[config.mk]
export PLATFORM = sky130hd
export DESIGN_NAME = recursion_scheduler
export DESIGN_NICKNAME = d
export VERILOG_FILES = /design/src/rtl/recursion_pkg.sv /design/src/rtl/recursion_watchdog.sv /design/src/rtl/recursion_scheduler.sv
export SDC_FILE = /design/constraint.sdc
export NUM_CORES = 1
export LEC_CHECK = 0
export CORE_MARGIN = 2
export CORE_UTILIZATION = 40
export CTS_BUF_LIST = sky130_fd_sc_hd__clkbuf_4 sky130_fd_sc_hd__clkbuf_8
export CTS_CLUSTER_SIZE = 8
export DETAILED_ROUTE_END_ITERATION = 8
export DONT_BUFFER_PORTS = 1
export GPL_ROUTABILITY_DRIVEN = 1
export HOLD_SLACK_MARGIN = 0.02
export PLACE_DENSITY = 0.67
export SYNTH_ARGS = -nofsm -noshare
export SYNTH_HDL_FRONTEND = slang
export SYNTH_SLANG_ARGS = --single-unit
[constraint.sdc]
create_clock -name clk -period 1.5 [get_ports clk]
set_input_delay 0.45 -clock clk [delete_from_list [all_inputs] [get_ports clk]]
set_output_delay 0.45 -clock clk [all_outputs]
set_load 0.1 [all_outputs]
[src/rtl/recursion_pkg.sv]
// Shared types and widths for the forward/backward recursion sweep; also imported
// by the alpha/beta matrix storage and the soft forward/backward units.
package recursion_pkg;

  typedef enum logic [2:0] {
    S_IDLE,
    S_ISSUE,
    S_WAIT,
    S_COMMIT,
    S_FINISH,
    S_ERR
  } sched_state_e;

  localparam int DEF_STEPS   = 10;
  localparam int DEF_TIMEOUT = 64;
  localparam int TW_DEF      = $clog2(DEF_STEPS + 1);

  // Width of the per-step WAIT counter; it must be able to hold the value TIMEOUT.
  function automatic int to_w(input int timeout);
    return $clog2(timeout + 1);
  endfunction

endpackage

[src/rtl/recursion_watchdog.sv]
// Per-step WAIT timer: counts while run is high, clears otherwise, and flags the
// cycle in which the count would reach TIMEOUT.
module recursion_watchdog
  import recursion_pkg::*;
#(
  parameter int TIMEOUT = DEF_TIMEOUT
) (
  input  logic clk,
  input  logic rst_n,
  input  logic run,
  output logic expired
);

  localparam int TO_W = to_w(TIMEOUT);

  logic [TO_W-1:0] cnt;

  always_ff @(posedge clk or negedge rst_n) begin
    if (!rst_n) begin
      cnt <= '0;
    end else if (!run) begin
      cnt <= '0;
    end else if (cnt != TO_W'(TIMEOUT)) begin
      cnt <= cnt + 1'b1;
    end
  end

  // High in the TIMEOUT-th WAIT cycle, so the FSM sees exactly TIMEOUT WAIT cycles.
  assign expired = run && (cnt == TO_W'(TIMEOUT - 1));

endmodule

[src/rtl/recursion_scheduler.sv]
// Sequencer for the forward/backward recursion: issues step t to both units,
// joins their completion pulses, commits alpha[t]/beta[n-t] and loops to n-1.
module recursion_scheduler
  import recursion_pkg::*;
#(
  parameter int  N       = 16,
  parameter int  n       = DEF_STEPS,
  parameter int  TIMEOUT = DEF_TIMEOUT,
  localparam int TW      = $clog2(n + 1)
) (
  input  logic          clk,
  input  logic          rst_n,
  input  logic          start,
  input  logic          abort,
  output logic          fwd_calc,
  output logic [TW-1:0] fwd_t,
  input  logic          fwd_done,
  output logic          bwd_calc,
  output logic [TW-1:0] bwd_t,
  input  logic          bwd_done,
  output logic          alpha_we,
  output logic [TW-1:0] alpha_idx,
  output logic          beta_we,
  output logic [TW-1:0] beta_idx,
  output logic          busy,
  output logic          done,
  output logic          error
);

  localparam logic [TW-1:0] T_LAST  = TW'(n - 1);
  localparam logic [TW-1:0] N_STEPS = TW'(n);

  if (N < 1 || n < 1 || TIMEOUT < 1) begin : g_bad_params
    $error("recursion_scheduler: N, n and TIMEOUT must all be positive");
  end

  sched_state_e  state, state_nxt;
  logic [TW-1:0] t, t_nxt;
  logic          fdone, bdone, fdone_nxt, bdone_nxt;
  logic          both_done, expired;

  recursion_watchdog #(.TIMEOUT(TIMEOUT)) u_watchdog (
    .clk     (clk),
    .rst_n   (rst_n),
    .run     (state == S_WAIT),
    .expired (expired)
  );

  // A pulse in the current cycle joins with a flag captured earlier.
  assign both_done = (fdone | fwd_done) & (bdone | bwd_done);

  always_ff @(posedge clk or negedge rst_n) begin
    if (!rst_n) begin
      state <= S_IDLE;
      t     <= '0;
      fdone <= 1'b0;
      bdone <= 1'b0;
    end else begin
      state <= state_nxt;
      t     <= t_nxt;
      fdone <= fdone_nxt;
      bdone <= bdone_nxt;
    end
  end

  always_comb begin
    state_nxt = state;
    t_nxt     = t;
    fdone_nxt = fdone;
    bdone_nxt = bdone;
    if (abort) begin
      state_nxt = S_IDLE;
      t_nxt     = '0;
      fdone_nxt = 1'b0;
      bdone_nxt = 1'b0;
    end else begin
      case (state)
        S_IDLE, S_ERR: begin
          if (start) begin
            state_nxt = S_ISSUE;
            t_nxt     = '0;
            fdone_nxt = 1'b0;
            bdone_nxt = 1'b0;
          end
        end
        S_ISSUE: begin
          state_nxt = S_WAIT;
          fdone_nxt = 1'b0;
          bdone_nxt = 1'b0;
        end
        S_WAIT: begin
          fdone_nxt = fdone | fwd_done;
          bdone_nxt = bdone | bwd_done;
          if (both_done) begin
            state_nxt = S_COMMIT;
          end else if (expired) begin
            state_nxt = S_ERR;
          end
        end
        S_COMMIT: begin
          fdone_nxt = 1'b0;
          bdone_nxt = 1'b0;
          if (t == T_LAST) begin
            state_nxt = S_FINISH;
          end else begin
            t_nxt     = t + 1'b1;
            state_nxt = S_ISSUE;
          end
        end
        S_FINISH: begin
          state_nxt = S_IDLE;
          t_nxt     = '0;
        end
        default: begin
          state_nxt = S_IDLE;
          t_nxt     = '0;
        end
      endcase
    end
  end

  // Indices are driven only alongside their strobes so idle and reset read as all-zero.
  always_comb begin
    fwd_calc  = 1'b0;
    fwd_t     = '0;
    bwd_calc  = 1'b0;
    bwd_t     = '0;
    alpha_we  = 1'b0;
    alpha_idx = '0;
    beta_we   = 1'b0;
    beta_idx  = '0;
    busy      = (state != S_IDLE) && (state != S_ERR);
    done      = (state == S_FINISH);
    error     = (state == S_ERR);
    if (state == S_ISSUE) begin
      fwd_calc = 1'b1;
      fwd_t    = t;
      bwd_calc = 1'b1;
      bwd_t    = N_STEPS - t;
    end
    if (state == S_COMMIT) begin
      alpha_we  = 1'b1;
      alpha_idx = t;
      beta_we   = 1'b1;
      beta_idx  = N_STEPS - t;
    end
  end

endmodule
==> key figures <==
Logic synthesis
  – Yosys reg bits: 16
  – Main combinational cell family by area after synthesis: simple AND/OR/NAND/NOR gates
  – Ranking of synthesized cells by area: dfrtp_1, ha_1, nor2_1
  – Compound-Gate Fraction of Synth Area: 11.5%
  – Area share of the largest cell type after synthesis: 36.6%
  – Synth Area in XOR/XNOR: under 10%
  – Adder-cell area share of the yosys netlist: 5.71%
  – Syn_nets: 133
  – Post-synth top area cell: dfrtp_1
  – Sequential cell area fraction in the yosys report: around 37%
  – Post-synthesis simple-gate area fraction: about a third
  – Ys async rst share: 100%
  – Synth warn: 0
  – Mux cell area share after synthesis: 0.914%
  – Library cells used by synthesis: 39
  – Syn Area/Cell: around 9 um2
  – Top_reg_cell synth: dfrtp_1
  – Post-Synthesis Cell Area: around 1100 um2
  – Post-synth EDFFs: 0
  – Synth Instances: 122

Timing
  – Min cycle time layout: 1.98 ns
  – Fmax: slightly above 0.5 GHz
  – Final worst-path cycle share: 132%
  – Setup TNS: -9.73 ns
  – Worst Max-Slew Pin Slew: 0.727 ns
  – Final WS setup: -0.476 ns
  – Final Max Slew Viols: 0
  – Final setup skew: 0.000727 ns
  – # setup viols final: 28
  – Rel. slew slack: 51.4%
  – RSZ-0062 raised after global routing: yes
  – Final Hold Fails: 0

Worst setup path
  – Cell chain of the critical path: nand2b_4 > nor2_4 > and2_4 > buf_12
  – Worst path slowest cell: dfrtp_2
  – CP Data Required Time: 1.05 ns
  – Critical Path Max Stage Delay: 0.47 ns
  – Crit path buf inv count: 1
  – WP data arrival: 1.53 ns
  – Setup crit end kind: primary output
  – Family with the most delay on the worst path: simple AND/OR/NAND/NOR gates
  – FF-to-FF Start: t[1]
  – CP Max Fanout: 6
  – Setup crit start: state[2]
  – WS Path Type: reg2out
  – Critical path launch point type: flop

Global routing
  – GR Util All Layers: 21.7%
  – Initial antenna violation count: 0
  – Vias in the first global route: 1155
  – Largest net degree at the start of global routing: 17
  – Global-route wire length before repair: around 5400 um
  – GRT Residual Overflow: 0

Floorplan
  – Die X: about 56 um
  – Die area: roughly 3200 um2
  – Core ar.: between 2000 and 3000 um2
  – Core Rows: 18
  – Top Ports: 29
  – Starting Density: 43.0%
  – Chip height: 56.3 um

Flow run
  – Max Cap Viol: 0

Routing
  – Vias per std cell: 5.47
  – Final ANT Viol Nets: 0
  – Initial DRC count: 28
  – Vias: 1110
  – Drt pass-1 iters: 4
  – Final wirelength: 3320 um
  – Remaining DRCs: 0
  – Average wire per standard cell: 16.4 um

Clocking
  – Root Buffer Master: clkbuf_4
  – Worst skew pair latency: 0.29 ns
  – Num CTS Buffers: 3
  – CTS tree: built
  – Bufs on Longest Clock Path: 2
  – H-tree levels: 1
  – Clock sinks: 16
  – Clock Pin Slew Worst Setup and Hold Paths: roughly 0.090 ns

Power and ir drop
  – Pleak: 0.866 nW
  – PwrDens: 596 nW/um2
  – Total power draw: 1.21 mW
  – Maximum vdd drop: a little under 0.0007 V

Placed design
  – Port bufs: 0
  – DP Worst Slack: -0.168 ns
  – Placed Cells: 188
  – Placer congestion estimate: about 0.84
  – HPWL after detailed placement: about 2200 um

Worst hold path
  – Worst Hold Class: in2reg
  – Hold path start: abort

Finish
  – Most frequent cells in the layout: buf_4, buf_12, dfrtp_1, nor2_1
  – Nets: roughly 190
  – ANT cells: 0
  – Final core occ: 79.9%
  – Layout cells sized above 1: about 57%
  – Sequential cell area: between 400 and 500 um2
  – Fin cells: 203
  – Area growth from synthesis to layout: 85.8%
  – Most common cell after layout, fill and taps aside: buf_4
  – Fill cell count: approximately 140
  – Footprint of the multi-input gates: 820 um2

Run status
  – Violated checks: setup timing
  – Status: finished, violations left
[sequential cells by signal (all words and copies together), names as in the netlist]
signal / cells
t: 4
fdone: 1
u_watchdog.cnt: 7
state: 3
bdone: 1
[synth_stat cells, types with 2 or more instances]
cell type,instances
dfrtp_1,16
nor2_1,14
a21oi_1,7
nand3_1,7
nand2_1,6
nand3b_1,6
and3_1,5
ha_1,5
inv_1,5
xor2_1,5
buf_4,4
and2_1,3
nand2b_1,3
nor2b_1,3
nor3_1,3
o22ai_1,3
xnor2_1,3
buf_6,2
o2bb2ai_1,2
[routing by layer]
metal / wire length, um / GRT usage, % / vias up / part of all wire (%)
met5: 0 / 0 / - / 0
met4: 77 / 7.82 / 0 / 2.3
met3: 153 / 3.23 / 9 / 4.6
met2: 1810 / 41.3 / 38 / 54
met1: 1280 / 24.1 / 540 / 39
li1: - / - / 523 / -
[timing repair]
action / 4_1_cts / 5_1_grt
setup buffers: 8 / 3
hold buffers: 1 / 0
setup endpoints to repair: 28 / 29
resized for setup: 14 / 7
endpoints found under the hold margin: 16 / 0
pin swaps: 11 / 7
[area by class of cell]
cell class / count / share of cell area, %
clock buffer: 4 / 1.48
inverter: 5 / 1.29
multi-input combinational: 93 / 40.3
sequential: 16 / 20.0
tap: 30 / 1.85
timing repair buffer: 55 / 35.1
[worst paths after layout]
check | to | slack, ns | cells past startpoint
worst max-delay path | bwd_t[0] | -0.48 | 4
worst min-delay path | state[2] | 0.21 | 1
worst max register to register | t[1] | -0.16 | 6
worst min register to register | bdone | 0.54 | 2
max in group asynchronous | t[0] | 0.35 | 1
min in group asynchronous | state[1] | 0.65 | 1
[kinds of logic (layout without fill, tap and decap cells)]
logic type | count (synthesis) | in the layout
compound gates | 19 | 19
xor+xnor | 8 | 8
fa+ha+maj | 5 | 5
buf+inv | 13 | 64
flops | 16 | 16
mux | 1 | 1
simple gates | 60 | 60
[stage by stage]
step	instance area (um2)	hold slack, ns
2_1_floorplan	1270	0.154
3_3_place_gp	1830	0.155
3_5_place_dp	1830	0.155
4_1_cts	2000	0.209
5_1_grt	2030	0.205
6_report	2030	0.206
[where the power goes]
group / leakage, nW / switching, mW / internal, mW
logic: 0.634 / 0.292 / 0.198
clock network: 0.0184 / 0.144 / 0.122
registers: 0.213 / 0.0154 / 0.442
total: 0.866 / 0.451 / 0.761
(Power assumes the default switching activity.)
